$ cat config.mk
export PLATFORM = sky130hd
export DESIGN_NAME = bp_update_ctrl
export DESIGN_NICKNAME = d
export VERILOG_FILES = /design/src/rtl/bp_pkg.sv /design/src/rtl/bp_upd_fifo.sv /design/src/rtl/bp_update_ctrl.sv
export SDC_FILE = /design/constraint.sdc
export NUM_CORES = 1
export LEC_CHECK = 0
export BUFFER_PORTS_ARGS = -buffer_cell sky130_fd_sc_hd__clkbuf_2
export CORE_UTILIZATION = 58
export DETAILED_ROUTE_END_ITERATION = 10
export PLACE_DENSITY_LB_ADDON = 0.12
export SYNTH_ARGS = -nofsm -noshare
export SYNTH_HDL_FRONTEND = slang
export SYNTH_SLANG_ARGS = --single-unit
$ cat constraint.sdc
create_clock -name clk -period 5.3 [get_ports clk]
set_input_delay 0 -clock clk [delete_from_list [all_inputs] [get_ports clk]]
set_output_delay 0 -clock clk [all_outputs]
set_load 0.05 [all_outputs]
$ cat src/rtl/bp_pkg.sv
// Shared types and defaults for the branch-predictor update scheduler.
package bp_pkg;

    localparam int BP_PC_W      = 32;
    localparam int BP_DEPTH_DEF = 4;
    localparam int BP_CNT_W_DEF = 32;

    typedef struct packed {
        logic [BP_PC_W-1:0] pc;
        logic               taken;
    } bp_upd_t;

endpackage

$ cat src/rtl/bp_upd_fifo.sv
// Circular queue of pending predictor updates, up to two pushes and one pop per cycle.
// Latency: a pushed entry is visible at head_dat the cycle after the push.
// Backpressure: none internally; the caller limits push_n to the free space.
module bp_upd_fifo
    import bp_pkg::*;
#(
    parameter int DEPTH = BP_DEPTH_DEF
) (
    input  logic                     clk,
    input  logic                     reset_n,
    input  logic [1:0]               push_n,
    input  bp_upd_t                  push_dat0,
    input  bp_upd_t                  push_dat1,
    input  logic                     pop,
    output bp_upd_t                  head_dat,
    output logic [$clog2(DEPTH):0]   count
);

    localparam int PTR_W = $clog2(DEPTH);
    typedef logic [PTR_W-1:0] ptr_t;
    typedef logic [PTR_W:0]   cnt_t;

    bp_upd_t mem [DEPTH];
    ptr_t    wr_ptr;
    ptr_t    rd_ptr;
    ptr_t    wr_ptr_p1;

    assign wr_ptr_p1 = wr_ptr + ptr_t'(1);
    assign head_dat  = mem[rd_ptr];

    // Storage carries no reset; validity is tracked by count alone.
    always_ff @(posedge clk) begin
        if (push_n != 2'd0) mem[wr_ptr]    <= push_dat0;
        if (push_n == 2'd2) mem[wr_ptr_p1] <= push_dat1;
    end

    always_ff @(posedge clk or negedge reset_n) begin
        if (!reset_n) begin
            wr_ptr <= '0;
            rd_ptr <= '0;
            count  <= '0;
        end else begin
            wr_ptr <= wr_ptr + ptr_t'(push_n);
            rd_ptr <= rd_ptr + ptr_t'(pop);
            count  <= count + cnt_t'(push_n) - cnt_t'(pop);
        end
    end

endmodule

$ cat src/rtl/bp_update_ctrl.sv
// Merges ID/EX branch resolutions in program order onto the single predictor update port.
// Latency: 1 cycle from arrival to bp_update with an empty queue; queued entries drain one per cycle.
// Backpressure: res_stall when occupancy >= DEPTH-1; excess arrivals are dropped (youngest first) and flagged.
module bp_update_ctrl
    import bp_pkg::*;
#(
    parameter int DEPTH = BP_DEPTH_DEF,
    parameter int CNT_W = BP_CNT_W_DEF
) (
    input  logic               clk,
    input  logic               reset_n,
    input  logic               ex_res_valid,
    input  logic [31:0]        ex_res_pc,
    input  logic               ex_res_taken,
    input  logic               ex_res_pred,
    input  logic               id_res_valid,
    input  logic [31:0]        id_res_pc,
    input  logic               id_res_taken,
    input  logic               id_res_pred,
    output logic               bp_update,
    output logic [31:0]        bp_pc_update,
    output logic               bp_branch_actual,
    output logic               res_stall,
    output logic               mispredict,
    output logic [CNT_W-1:0]   cnt_branch,
    output logic [CNT_W-1:0]   cnt_mispredict,
    output logic               overflow_err
);

    localparam int QC_W = $clog2(DEPTH) + 1;

    bp_upd_t           ex_upd, id_upd, head_upd, issue_upd, push0, push1;
    logic              issue_vld, pop, drop;
    logic [1:0]        req_n, push_n, inc_br, inc_mp;
    logic [QC_W-1:0]   count_q;
    logic [QC_W:0]     free;
    logic              ex_mp, id_mp;

    assign ex_upd = '{pc: ex_res_pc, taken: ex_res_taken};
    assign id_upd = '{pc: id_res_pc, taken: id_res_taken};

    function automatic logic [CNT_W-1:0] sat_add(input logic [CNT_W-1:0] c, input logic [1:0] inc);
        logic [CNT_W:0] s;
        s = {1'b0, c} + (CNT_W+1)'(inc);
        return s[CNT_W] ? {CNT_W{1'b1}} : s[CNT_W-1:0];
    endfunction

    // Oldest candidate issues; the rest are queued in order (head < EX < ID).
    always_comb begin
        issue_vld = 1'b0;
        issue_upd = ex_upd;
        pop       = 1'b0;
        push0     = ex_upd;
        push1     = id_upd;
        req_n     = 2'd0;
        push_n    = 2'd0;
        drop      = 1'b0;
        if (count_q != '0) begin
            issue_vld = 1'b1;
            issue_upd = head_upd;
            pop       = 1'b1;
            if (ex_res_valid) begin
                req_n = id_res_valid ? 2'd2 : 2'd1;
            end else if (id_res_valid) begin
                push0 = id_upd;
                req_n = 2'd1;
            end
        end else if (ex_res_valid) begin
            issue_vld = 1'b1;
            if (id_res_valid) begin
                push0 = id_upd;
                req_n = 2'd1;
            end
        end else if (id_res_valid) begin
            issue_vld = 1'b1;
            issue_upd = id_upd;
        end
        free = (QC_W+1)'(DEPTH) - {1'b0, count_q} + (QC_W+1)'(pop);
        if ((QC_W+1)'(req_n) > free) begin
            push_n = free[1:0];
            drop   = 1'b1;
        end else begin
            push_n = req_n;
        end
    end

    bp_upd_fifo #(.DEPTH(DEPTH)) u_fifo (
        .clk       (clk),
        .reset_n   (reset_n),
        .push_n    (push_n),
        .push_dat0 (push0),
        .push_dat1 (push1),
        .pop       (pop),
        .head_dat  (head_upd),
        .count     (count_q)
    );

    assign res_stall = (count_q >= QC_W'(DEPTH - 1));
    assign ex_mp     = ex_res_valid && (ex_res_taken != ex_res_pred);
    assign id_mp     = id_res_valid && (id_res_taken != id_res_pred);
    assign inc_br    = {1'b0, ex_res_valid} + {1'b0, id_res_valid};
    assign inc_mp    = {1'b0, ex_mp} + {1'b0, id_mp};

    always_ff @(posedge clk or negedge reset_n) begin
        if (!reset_n) begin
            bp_update        <= 1'b0;
            bp_pc_update     <= '0;
            bp_branch_actual <= 1'b0;
            mispredict       <= 1'b0;
            cnt_branch       <= '0;
            cnt_mispredict   <= '0;
            overflow_err     <= 1'b0;
        end else begin
            bp_update <= issue_vld;
            if (issue_vld) begin
                bp_pc_update     <= issue_upd.pc;
                bp_branch_actual <= issue_upd.taken;
            end
            mispredict     <= ex_mp | id_mp;
            cnt_branch     <= sat_add(cnt_branch, inc_br);
            cnt_mispredict <= sat_add(cnt_mispredict, inc_mp);
            if (drop) overflow_err <= 1'b1;
        end
    end

endmodule

## After elaboration in Yosys (flattened, before gate mapping)

Memory sizes are Yosys's and may differ from the RTL's.
Index checks and enable logic that the tools add are counted.

| cells by class | value |
|---|---|
| reduce and logical (&&, ||, !) cells | 4 |
| equality and inequality tests | 3 |
| add/subtract/negate cells | 11 |
| mux-type cells | 22 |
| order comparisons | 2 |
| bitwise operators | 1 |

Operators with widths:

| operator | number |
|---|---|
| $mux W33 | 5 |
| $add A32 B2 Y33 | 2 |
| $mux W32 | 2 |
| $mux W1 | 10 |
| $mux W2 | 5 |
| $add A1 B1 Y2 | 2 |
| $add A4 B1 Y4 | 1 |
| $gt A2 B4 Y1 | 1 |
| $sub A3 B3 Y4 const A | 1 |
| $add A3 B2 Y3 | 1 |
| $ge A3 B2 Y1 const B | 1 |
| $reduce_bool A3 Y1 | 1 |
| $sub A3 B1 Y3 | 1 |
| $add A2 B1 Y2 | 1 |
| $add A2 B1 Y2 const B | 1 |
| $add A2 B2 Y2 | 1 |
| $eq A2 B2 Y1 const B | 1 |
| $logic_and A1 B1 Y1 | 2 |
| $ne A1 B1 Y1 | 2 |
| $reduce_bool A2 Y1 | 1 |
| $or A1 B1 Y1 | 1 |

| storage, ports and cells | value |
|---|---|
| bits of input ports | 72 |
| output and inout port bits | 101 |
| memories | 1 |
| register bits after elaboration | 107 |
| logic and storage cells | 54 |
| memory bits (writable) | 132 |

Memories:

| name | words | width | read ports | clocked after Yosys merged registers in | write ports | RTL line | source |
|---|---|---|---|---|---|---|---|
| u_fifo.mem | 4 | 33 | 1 | 0 | 2 | bp_upd_fifo.sv:23 | `bp_upd_t mem [DEPTH];` |

## Logic depth before layout (Yosys ltp)

Gate-level depths: netlist of run 1.

| logic depth | value |
|---|---|
| word-level depth | 8 |
| mapped depth | 15 |
| gate-level depth less buffers | 13 |

## Hierarchy

From an unflattened synthesis of run 1, not the netlist that was laid out.

| second synthesis, totals | value |
|---|---|
| cell total of the unflattened synthesis | 960 |
| area total of the unflattened synthesis | 12426.9 um^2 |

Modules (own cells, without submodules):

| module | area each (um^2) | times used | cells each | seq. area each (um^2) |
|---|---|---|---|---|
| bp_upd_fifo | 6806.5 | 1 | 356 | 4139.0 |
| bp_update_ctrl | 5620.4 | 1 | 604 | 2502.4 |

## Worst setup path before layout of run 1

OpenSTA, ideal clock, no wires.

| path | value |
|---|---|
| path type | register -> register |
| start point | register u_fifo.count[2] |
| end point | memory u_fifo.mem[1][0] in the netlist's numbering, enable pin |
| path buffers | 2 |
| data arrival time | 4.411 ns |
| cell stages (with the launch flop) | 13 |
| period minus slack after synthesis | 4.845 ns |
| setup slack | 0.455 ns |
| library setup time | 0.434 ns |
| required time | 4.866 ns |
| cells stage by stage | dfrtp_1 buf_4 nor3_4 inv_2 clkbuf_1 ha_1 inv_1 ha_1 or2_2 maj3_1 o21ai_0 nand3_1 a21oi_1 |

RTL lines:

| element | RTL line | source |
|---|---|---|
| start, declared | bp_upd_fifo.sv:16 | `output logic [$clog2(DEPTH):0] count` |
| start signal, assigned | bp_upd_fifo.sv:45 | `count <= count + cnt_t'(push_n) - cnt_t'(pop);` |
| end, declared | bp_upd_fifo.sv:23 |  |

==> reports/qor.csv, run 1 <==
stage;metric;value;unit
status;status;finished, final reports clean;
detailed_routing;routed vias/inst;6.296;
yosys;post-synthesis sequential area ratio;51.69;%
timing;worst clock skew;16.56;ps
detailed_routing;via count of the routed design;10800;
yosys;Post-Syn Nets;1272;
die;site row count;54;
timing;RSZ-0062 raised after global routing;false;
grt;grt met1 use;41.07;%
yosys;EDFF count, synth;132;
power_and_ir_drop;Overall Power;8.562;mW
final_layout;# fillers;1574;
yosys;Post-synth top flop;edfxtp_1;
yosys;Netlist Area Pre-Place;12850;um^2
worst_setup_path;CP Data Arrival Time;5300;ps
die;die width;150.8;um
yosys;simple-gate share of the synthesized area;15.56;%
detailed_routing;drt drc;0;
grt;Top Usage Layer GRT;met2;
grt;total gr overflow;0;
final_layout;most frequent cells in the layout;nand2_1, clkbuf_2, edfxtp_1;
timing;slew margin rel.;18.31;%
grt;largest net degree at the start of global routing;68;
die;area of the core region;21760;um^2
clocking;H-tree Lvls;1;
worst_setup_path;kind of critical path;reg -> reg;
job;Max Cap Viol;0;
min_path;worst hold path class;in -> reg;
clocking;Clock transition at path regs;60;ps
worst_setup_path;crit path launch;u_fifo.count[2]$_DFF_PN0_;
place;Placed Instances;1574;
yosys;post-synthesis async set-or-reset flop share;44.77;%
final_layout;area of the multi-input gates;5832;um^2
min_path;HP Start;ex_res_taken;
yosys;syn_area_per_cell;10.82;um^2
timing;setup TNS;0;ps
yosys;YS warnings;0;
final_layout;diode count;0;
grt;Tot GR Track Use;30.74;%
place;I/O Buffers;172;
clocking;CTS Hold Bufs;93;
yosys;#FFs+latches synth;239;
final_layout;fin cells;1715;
yosys;largest family of logic cells by synthesized area;simple AND/OR/NAND/NOR gates;
clocking;PostCTS Resize Cnt;0;
final_layout;area grow syn2layout;22.07;%
place;area post-placement;13930;um^2
final_layout;share of layout cells above drive strength 1;21.74;%
final_layout;fin area;15680;um^2
die;die area;22750;um^2
timing;measured slew at the worst slew-check pin;1223;ps
clocking;TritonCTS Buffers;27;
worst_setup_path;worst-path fanout max;56;
grt;vias in the first global route;10420;
final_layout;FF/Latch Area;6644;um^2
power_and_ir_drop;largest vdd supply drop;0.3797;mV
power_and_ir_drop;power per standard cell area;545.9;nW/um^2
timing;fin crit share;94.91;%
grt;GR Util met3;3.916;%
clocking;Root Driver;clkbuf_16;
worst_setup_path;type of origin of the critical path;flip-flop;
detailed_routing;Pre-Repair DR Iteration Count;5;
final_layout;nets;1501;
detailed_routing;wire per inst;20.20;um
detailed_routing;starting DRC count in detailed routing;888;
worst_setup_path;RR Startpoint;u_fifo.count[2]$_DFF_PN0_;
place;Placer Congestion;0.8857;
die;Initial Util;59.06;%
clocking;Setup Buffers After CTS;0;
yosys;XOR/XNOR share of the synthesized area;3.272;%
timing;min cycle time layout;5030;ps
detailed_routing;Post-Route WL;34640;um
worst_setup_path;CP Capture Type;flip-flop;
clocking;clock latency on the worst-skew pair;530;ps
die;I/O pin total;173;
place;dpl hpwl;20340;um
yosys;unique cell type count in the Yosys netlist;57;
clocking;clock sink total;239;
timing;final hold vios;0;
grt;met2 usage;51.24;%
yosys;Synth Area in Adders;1.597;%
final_layout;commonest non-fill, non-tap cell in the layout;nand2_1;
worst_setup_path;WP data required;5570;ps
timing;Pins Over Slew Limit;0;
grt;initial antenna violation count;0;
power_and_ir_drop;P_leak;6.389;nW
clocking;clk buf depth;3;
timing;f_max;198.8;MHz
clocking;CTS tree;done;
die;Die Y-Extent;150.8;um
timing;Final setup viols;0;
yosys;complex-gate fraction of the synthesized area;14.59;%
detailed_routing;antenna viol nets, final;0;
yosys;Synth Instances;1187;
yosys;mux contribution to synthesized area;9.475;%
grt;global-route wire length before repair;54370;um
-- flip-flops by register name (all words and copies together) (netlist names) --
| name | cells |
|---|---|
| cnt_mispredict | 32 |
| u_fifo.rd_ptr | 2 |
| mispredict | 1 |
| u_fifo.mem | 132 |
| bp_update | 1 |
| bp_pc_update | 32 |
| u_fifo.wr_ptr | 2 |
| bp_branch_actual | 1 |
| cnt_branch | 32 |
| overflow_err | 1 |
| u_fifo.count | 3 |
-- logic make-up (layout without fill, tap and decap cells) --
family | after synthesis | after routing
AO/OA/AOI/OAI | 239 | 239
buffers and inverters | 108 | 356
other | 1 | 1
AND/OR/NAND/NOR | 459 | 459
XOR/XNOR | 48 | 48
adder cells (fa/ha/maj) | 15 | 15
multiplexers | 78 | 78
flip-flops | 239 | 239
-- critical path: stages, from the launching register on --
cell           delay (ps)
dfrtp_1               510
nor3_4                340
inv_2                  80
buf_4                 260
mux2i_4               250
ha_1                  300
or2_2                 280
maj3_1                360
o211ai_2              440
and2_4                510
buf_4                 630
o221ai_1              190
dlygate4sd3_1         600
-- power breakdown --
group | internal, mW | leakage, nW | switching (mW)
clock network | 1.01 | 0.397 | 0.730
registers | 2.78 | 2.58 | 0.362
logic | 1.26 | 3.41 | 2.42
total | 5.05 | 6.39 | 3.52
-- per-stage QoR --
step | util (%) | setup WS (ps) | hold slack [ps]
final | 72.09 | 269.8 | 5.533
after global routing | 72.09 | 54.96 | 65.13
after CTS | 72.09 | 321.3 | 4.523
after detailed placement | 64.04 | 842.1 | 47.51
after global placement | 64.04 | 964.5 | 42.37
after floorplan | - | 454.9 | -295.6
-- path summary, 6_finish.rpt --
kind	to	slack, ps	cells past startpoint
max	u_fifo.mem[2][3]$_DFFE_PP_	270	12
min	bp_branch_actual$_DFFE_PN0P_	6	5
max reg2reg	u_fifo.mem[2][3]$_DFFE_PP_	270	12
min reg2reg	overflow_err$_DFFE_PN0N_	460	1
max in group asynchronous	u_fifo.rd_ptr[0]$_DFF_PN0_	3950	3
min in group asynchronous	bp_pc_update[30]$_DFFE_PN0P_	40	2
-- cell type report --
type | count | share of cell area (%)
well taps | 280 | 2.234
multi-input cells | 840 | 37.18
clock buffers | 41 | 5.026
clock inverters | 7 | 0.1994
repair buffers | 287 | 12.49
inverters | 21 | 0.5026
flip-flops and latches | 239 | 42.36
-- per-layer routing --
| layer | vias up | wire (um) |
|---|---|---|
| li1 | 4903 | - |
| met1 | 5245 | 13880 |
| met2 | 562 | 16690 |
| met3 | 88 | 3090 |
| met4 | 0 | 976 |
| met5 | - | 0 |
-- cells in the mapped netlist (5+ instances only) --
library cell / n / area share [%]
nor3_1: 13 / 0.51
and2_1: 7 / 0.34
inv_1: 20 / 0.58
a21oi_1: 42 / 1.6
dfrtp_1: 107 / 21
buf_6: 5 / 0.44
o221ai_2: 20 / 2.3
mux4_2: 33 / 5.8
nor4_1: 8 / 0.39
xor2_1: 18 / 1.2
mux2i_1: 35 / 2.7
nand2b_1: 9 / 0.44
o221ai_1: 112 / 7.6
buf_2: 29 / 1.1
o21ai_1: 8 / 0.31
mux2_1: 7 / 0.61
clkbuf_1: 49 / 1.4
nand2_1: 299 / 8.7
ha_1: 10 / 0.97
and4_1: 5 / 0.34
nand4_1: 11 / 0.54
nand3_1: 28 / 1.1
a31oi_1: 6 / 0.29
xnor2_1: 30 / 2.0
and3_1: 11 / 0.54
nor2_1: 50 / 1.5
o21ai_0: 36 / 1.4
edfxtp_1: 132 / 31
Note: power is estimated with default switching activity, not from simulation.
==> inputs of run 2 (changes only) <==
--- a/config.mk
+++ b/config.mk
@@ -6,6 +6,7 @@
 export NUM_CORES = 1
 export LEC_CHECK = 0
 export BUFFER_PORTS_ARGS = -buffer_cell sky130_fd_sc_hd__clkbuf_2
+export CORE_MARGIN = 4
 export CORE_UTILIZATION = 58
 export DETAILED_ROUTE_END_ITERATION = 10
 export PLACE_DENSITY_LB_ADDON = 0.12
==> run 2 against run 1 <==
Via count is 0.73% lower. Worst setup slack better by 230 ps. Wire length is 1.6% higher. Hold slack better by 21 ps. Power is 1.7% higher. Sequential power hardly changed. Die area is 8.1% higher. Combinational power hardly changed. Register-to-register slack better by 230 ps. Critical path depth stayed put. Critical endpoint is now u_fifo.mem[2][26]$_DFFE_PP_.
==> reports/qor.csv, run 2 (same netlist as run 1, synthesis figures left out) <==
stage;metric;value;unit;change
clocking;H-tree Lvls;1;;unchanged
grt;total gr overflow;0;;unchanged
worst_setup_path;Buf/Inv on CP;4;;unchanged
timing;min cycle time layout;4799;ps;was 5030 ps
detailed_routing;Pre-Repair DR Iteration Count;6;;was 5
timing;setup TNS;0;ps;unchanged
die;Initial Util;58.88;%;was 59.06%
final_layout;share of layout cells above drive strength 1;22.12;%;was 21.74%
clocking;TritonCTS Buffers;27;;unchanged
final_layout;max reg flops;132;;unchanged
worst_setup_path;CP Capture Point;u_fifo.mem[2][26]$_DFFE_PP_;;was u_fifo.mem[2][3]$_DFFE_PP_
timing;worst clock skew;9.530;ps;was 16.56 ps
final_layout;diode count;0;;unchanged
place;Placed Instances;1572;;was 1574
place;I/O Buffers;172;;unchanged
final_layout;commonest non-fill, non-tap cell in the layout;nand2_1;;unchanged
timing;WHS;26.56;ps;was 5.533 ps
worst_setup_path;type of origin of the critical path;flip-flop;;unchanged
worst_setup_path;CP peak stage delay;620;ps;was 630 ps
die;die width;156.8;um;was 150.8 um
final_layout;most frequent cells in the layout;nand2_1, clkbuf_2, edfxtp_1;;unchanged
final_layout;area grow syn2layout;22.73;%;was 22.07%
clocking;Root Driver;clkbuf_16;;unchanged
grt;vias in the first global route;10530;;was 10420
clocking;clock latency on the worst-skew pair;520;ps;was 530 ps
job;Max Cap Viol;0;;unchanged
status;status;finished, final reports clean;;unchanged
worst_setup_path;WP data required;5570;ps;about the same
timing;slew margin rel.;19.16;%;was 18.31%
place;Placer Congestion;0.8284;;was 0.8857
timing;final hold vios;0;;unchanged
clocking;CTS tree;done;;unchanged
clocking;Clock transition at path regs;60;ps;about the same
clocking;clock sink total;239;;unchanged
clocking;clk buf depth;3;;unchanged
worst_setup_path;CP Data Arrival Time;5070;ps;was 5300 ps
power_and_ir_drop;P_leak;6.440;nW;was 6.389 nW
detailed_routing;starting DRC count in detailed routing;1108;;was 888
detailed_routing;via count of the routed design;10720;;was 10800
grt;largest net degree at the start of global routing;106;;was 68
worst_setup_path;RR Startpoint;u_fifo.count[2]$_DFF_PN0_;;unchanged
die;Die Y-Extent;156.8;um;was 150.8 um
worst_setup_path;Crit path depth;12;;unchanged
timing;Pins Over Slew Limit;0;;unchanged
detailed_routing;wire per inst;20.54;um;was 20.20 um
detailed_routing;routed vias/inst;6.257;;was 6.296
timing;RSZ-0062 raised after global routing;false;;unchanged
place;dpl hpwl;20840;um;was 20340 um
min_path;worst hold path class;in -> reg;;unchanged
worst_setup_path;slowest CP cell;dlygate4sd3_1;;was buf_4
detailed_routing;Post-Route WL;35180;um;was 34640 um
timing;measured slew at the worst slew-check pin;1210;ps;was 1223 ps
die;site row count;54;;unchanged
final_layout;fin util;72.26;%;was 72.09%
worst_setup_path;CP Capture Type;flip-flop;;unchanged
timing;fin crit share;90.55;%;was 94.91%
clocking;PostCTS Resize Cnt;0;;unchanged
timing;Final setup viols;0;;unchanged
worst_setup_path;most frequent cell on the critical path;ha_1;;was buf_4
worst_setup_path;kind of critical path;reg -> reg;;unchanged
worst_setup_path;worst reg-to-reg setup slack;500;ps;was 270 ps
final_layout;fin cells;1713;;was 1715
grt;initial antenna violation count;0;;unchanged
power_and_ir_drop;largest vdd supply drop;0.4750;mV;was 0.3797 mV
detailed_routing;antenna viol nets, final;0;;unchanged
timing;f_max;208.4;MHz;was 198.8 MHz
grt;Tot GR Track Use;28.52;%;was 30.74%
worst_setup_path;CP delay by family, top;buffers and inverters;;unchanged
power_and_ir_drop;power per standard cell area;552.4;nW/um^2;was 545.9 nW/um^2
worst_setup_path;Reg-to-Reg End;u_fifo.mem[2][26]$_DFFE_PP_;;was u_fifo.mem[2][3]$_DFFE_PP_
final_layout;Biggest register;u_fifo.mem;;unchanged
detailed_routing;drt drc;0;;unchanged
die;I/O pin total;173;;unchanged
worst_setup_path;crit-path cells;nor3_4, inv_2, ha_1, inv_1, ha_1, or2_2, maj3_1, o211ai_2, and2_4, buf_12, o221ai_1, dlygate4sd3_1;;was nor3_4, inv_2, buf_4, mux2i_4, ha_1, or2_2, maj3_1, o211ai_2, and2_4, buf_4, o221ai_1, dlygate4sd3_1
worst_setup_path;worst-path fanout max;105;;was 56
die;die area;24600;um^2;was 22750 um^2
grt;global-route wire length before repair;56160;um;was 54370 um
worst_setup_path;crit path launch;u_fifo.count[2]$_DFF_PN0_;;unchanged
worst_setup_path;Worst Reg-to-Reg Cells;12;;unchanged
die;area of the core region;21820;um^2;was 21760 um^2
final_layout;nets;1498;;was 1501
-- run 2: changes by cell type in the layout (fill, tap and decap cells not counted), moves of 2 or more --
cell,change
buf_4,-3
clkinv_1,-5
clkinv_2,+3
bufinv_16,+2
-- run 2: routing by layer --
metal / global-route usage [%] / up-vias / part of all wire [%]
met4: 7.645 / 0 / 2.1
li1: - / 4907 / -
met1: 39.09 / 5214 / 40
met5: 0 / - / 0
met2: 48.43 / 532 / 50
met3: 3.706 / 66 / 8.4
-- run 2: final cells by class --
| class | count | area, um^2 |
|---|---|---|
| clock buffer | 42 | 823.3 |
| clock inverter | 7 | 88.84 |
| fill | 1561 | 6055 |
| inverter | 21 | 78.83 |
| multi-input combinational | 840 | 5837 |
| sequential | 239 | 6644 |
| tap | 280 | 350.3 |
| timing repair buffer | 284 | 1947 |
-- run 2: worst register-to-register path, cell delays in order (launching register included) --
cell	delay [ps]
dfrtp_1	510
nor3_4	320
inv_2	100
ha_1	330
inv_1	70
ha_1	300
or2_2	270
maj3_1	360
o211ai_2	430
and2_4	530
buf_12	480
o221ai_1	220
dlygate4sd3_1	620
-- run 2: per-stage QoR --
step	worst slack (ps)	power [mW]	instance area, um^2
detailed placement	823.8	6.731	13940
finish	501.0	8.711	15770
floorplan	454.9	5.695	12850
global route	236.7	9.161	15770
global placement	874.7	6.662	13940
CTS	567.2	8.723	15770
-- run 2: timing repair --
item | in CTS | in global routing
hold endpoints to repair | 228 | 0
hold buffers | 92 | 0
endpoints found under the setup margin | 0 | 0
buffers inserted | 0 | 0
-- run 2: report_power, final --
part           internal (mW)  switching, mW
registers               2.78          0.362
clock network           1.16          0.747
logic                   1.24           2.43
total                   5.18           3.53
-- run 2: how the worst min path moves through the flow --
stage                 start                           end  slack [ps]  cells after the start
2_1_floorplan       reset_n  bp_branch_actual$_DFFE_PN0P_        -300                      0
3_3_place_gp        reset_n  cnt_mispredict[19]$_DFF_PN0_         150                      1
3_5_place_dp        reset_n  cnt_mispredict[19]$_DFF_PN0_         160                      1
4_1_cts        ex_res_valid       cnt_branch[0]$_DFF_PN0_           5                      4
5_1_grt        ex_res_valid   cnt_mispredict[0]$_DFF_PN0_          60                      4
6_report       ex_res_valid       cnt_branch[0]$_DFF_PN0_          30                      4
==> inputs of run 3 (changes only) <==
--- a/config.mk
+++ b/config.mk
@@ -7,7 +7,8 @@
 export LEC_CHECK = 0
 export BUFFER_PORTS_ARGS = -buffer_cell sky130_fd_sc_hd__clkbuf_2
 export CORE_MARGIN = 4
-export CORE_UTILIZATION = 58
+export CORE_UTILIZATION = 60
+export CTS_BUF_LIST = sky130_fd_sc_hd__clkbuf_8
 export DETAILED_ROUTE_END_ITERATION = 10
 export PLACE_DENSITY_LB_ADDON = 0.12
 export SYNTH_ARGS = -nofsm -noshare
==> run 3 against run 2 <==
Critical endpoint is now u_fifo.mem[0][22]$_DFFE_PP_. First-iteration DRC count decreased by 5.5%. Power decreased by 3.3%. Critical path depth is the same. Register-to-register slack got worse by 270 ps.
==> reports/qor.csv, run 3 (same netlist as run 1, synthesis figures left out) <==
stage;metric;value;unit;change
timing;Final setup viols;0;;unchanged
final_layout;share of layout cells above drive strength 1;22.51;%;was 22.12%
die;I/O pin total;173;;unchanged
clocking;CTS tree;done;;unchanged
worst_setup_path;Worst Reg-to-Reg Cells;12;;unchanged
clocking;CTS Hold Bufs;104;;was 92
final_layout;area grow syn2layout;22.61;%;was 22.73%
grt;initial antenna violation count;0;;unchanged
grt;vias in the first global route;11180;;was 10530
grt;largest net degree at the start of global routing;68;;was 106
clocking;H-tree Lvls;2;;was 1
timing;worst clock skew;21.22;ps;was 9.530 ps
final_layout;commonest non-fill, non-tap cell in the layout;nand2_1;;unchanged
grt;total gr overflow;0;;unchanged
die;die area;23820;um^2;was 24600 um^2
clocking;Root Driver;clkbuf_8;;was clkbuf_16
final_layout;fin area;15750;um^2;was 15770 um^2
worst_setup_path;RR Startpoint;u_fifo.count[2]$_DFF_PN0_;;unchanged
timing;measured slew at the worst slew-check pin;1039;ps;was 1210 ps
clocking;clock sink total;239;;unchanged
timing;slew margin rel.;30.58;%;was 19.16%
worst_setup_path;slowest CP cell;dlygate4sd3_1;;unchanged
final_layout;diode count;0;;unchanged
worst_setup_path;worst reg-to-reg setup slack;240;ps;was 500 ps
worst_setup_path;CP Capture Type;flip-flop;;unchanged
grt;grt met1 use;38.30;%;was 39.09%
detailed_routing;via count of the routed design;10980;;was 10720
detailed_routing;drt drc;0;;unchanged
power_and_ir_drop;largest vdd supply drop;0.4315;mV;was 0.4750 mV
clocking;clock latency on the worst-skew pair;550;ps;was 520 ps
grt;GR Util met3;5.148;%;was 3.706%
detailed_routing;starting DRC count in detailed routing;1047;;was 1108
clocking;Setup Buffers After CTS;0;;unchanged
die;die width;154.3;um;was 156.8 um
grt;met2 usage;51.16;%;was 48.43%
detailed_routing;routed vias/inst;6.275;;was 6.257
worst_setup_path;kind of critical path;reg -> reg;;unchanged
final_layout;most frequent cells in the layout;nand2_1, clkbuf_2, edfxtp_1;;unchanged
timing;RSZ-0062 raised after global routing;false;;unchanged
timing;f_max;197.5;MHz;was 208.4 MHz
place;area post-placement;13940;um^2;about the same
die;site row count;53;;was 54
timing;min cycle time layout;5064;ps;was 4799 ps
place;Placer Congestion;0.8364;;was 0.8284
die;area of the core region;21020;um^2;was 21820 um^2
detailed_routing;antenna viol nets, final;0;;unchanged
place;dpl hpwl;21300;um;was 20840 um
timing;final hold vios;0;;unchanged
worst_setup_path;crit-path cells;nor3_4, inv_2, ha_1, inv_1, ha_1, or2_2, maj3_1, o211ai_2, and2_4, buf_4, o221ai_1, dlygate4sd3_1;;was nor3_4, inv_2, ha_1, inv_1, ha_1, or2_2, maj3_1, o211ai_2, and2_4, buf_12, o221ai_1, dlygate4sd3_1
worst_setup_path;worst-path fanout max;44;;was 105
detailed_routing;wire per inst;20.61;um;was 20.54 um
timing;Pins Over Slew Limit;0;;unchanged
clocking;PostCTS Resize Cnt;0;;unchanged
worst_setup_path;CP peak stage delay;600;ps;was 620 ps
job;Max Cap Viol;0;;unchanged
power_and_ir_drop;P_leak;6.500;nW;was 6.440 nW
detailed_routing;Post-Route WL;36070;um;was 35180 um
grt;Top Usage Layer GRT;met2;;unchanged
timing;fin crit share;95.55;%;was 90.55%
die;Die Y-Extent;154.3;um;was 156.8 um
grt;global-route wire length before repair;57970;um;was 56160 um
timing;setup TNS;0;ps;unchanged
worst_setup_path;CP Data Arrival Time;5350;ps;was 5070 ps
final_layout;Biggest register;u_fifo.mem;;unchanged
die;Initial Util;61.12;%;was 58.88%
worst_setup_path;most frequent cell on the critical path;ha_1;;unchanged
min_path;worst hold path class;in -> async;;was in -> reg
status;status;finished, final reports clean;;unchanged
worst_setup_path;Reg-to-Reg End;u_fifo.mem[0][22]$_DFFE_PP_;;was u_fifo.mem[2][26]$_DFFE_PP_
timing;WHS;105.7;ps;was 26.56 ps
power_and_ir_drop;power per standard cell area;534.8;nW/um^2;was 552.4 nW/um^2
power_and_ir_drop;Overall Power;8.425;mW;was 8.711 mW
worst_setup_path;type of origin of the critical path;flip-flop;;unchanged
place;I/O Buffers;172;;unchanged
clocking;Clock transition at path regs;60;ps;about the same
worst_setup_path;WP data required;5580;ps;was 5570 ps
clocking;TritonCTS Buffers;41;;was 27
grt;Tot GR Track Use;29.99;%;was 28.52%
clocking;clk buf depth;3;;unchanged
final_layout;nets;1528;;was 1498
detailed_routing;Pre-Repair DR Iteration Count;6;;unchanged
final_layout;max reg flops;132;;unchanged
run 3: layout make-up:
cell class / count / area [um^2]
sequential: 239 / 6644
multi-input combinational: 840 / 5832
fill: 1410 / 5268
timing repair buffer: 300 / 2085
clock buffer: 48 / 660.6
tap: 275 / 344.1
clock inverter: 27 / 110.1
inverter: 21 / 78.83
run 3: layer usage:
| layer | share of wire [%] | routed length [um] |
|---|---|---|
| met1 | 38 | 13810 |
| met2 | 50 | 18050 |
| met3 | 8.4 | 3023 |
| met4 | 3.3 | 1183 |
| met5 | 0 | 0 |
run 3: critical path, delay by kind of cell, from the launching register on:
family	cells	cell delay, ps
compound gates	2	620
fa+ha+maj	3	1100
flops	1	510
simple gates	3	1120
buf+inv	4	1450
run 3: per-stage QoR:
stage	instances	util, %	setup WS (ps)
2_1_floorplan	1187	-	454.9
3_3_place_gp	1571	66.32	953.8
3_5_place_dp	1571	66.32	808.7
4_1_cts	1750	74.94	284.4
5_1_grt	1750	74.94	1.598
6_report	1750	74.94	235.9
run 3: worst max path at each step:
stage,startpoint,to,slack [ps],cells past startpoint
6_report,u_fifo.count[2]$_DFF_PN0_,u_fifo.mem[0][22]$_DFFE_PP_,240,12
5_1_grt,u_fifo.count[2]$_DFF_PN0_,u_fifo.mem[2][32]$_DFFE_PP_,2,12
4_1_cts,u_fifo.count[2]$_DFF_PN0_,u_fifo.mem[3][23]$_DFFE_PP_,280,12
3_5_place_dp,u_fifo.count[2]$_DFF_PN0_,u_fifo.mem[2][5]$_DFFE_PP_,810,11
3_3_place_gp,u_fifo.count[2]$_DFF_PN0_,u_fifo.mem[2][9]$_DFFE_PP_,950,11
2_1_floorplan,u_fifo.count[2]$_DFF_PN0_,u_fifo.mem[1][0]$_DFFE_PP_,450,12
run 3: report_power, final:
| group | switching, mW | internal [mW] | total (mW) | leakage (nW) |
|---|---|---|---|---|
| Combinational | 2.45 | 1.25 | 3.70 | 3.47 |
| Sequential | 0.362 | 2.78 | 3.14 | 2.58 |
| Clock | 0.765 | 0.823 | 1.59 | 0.452 |
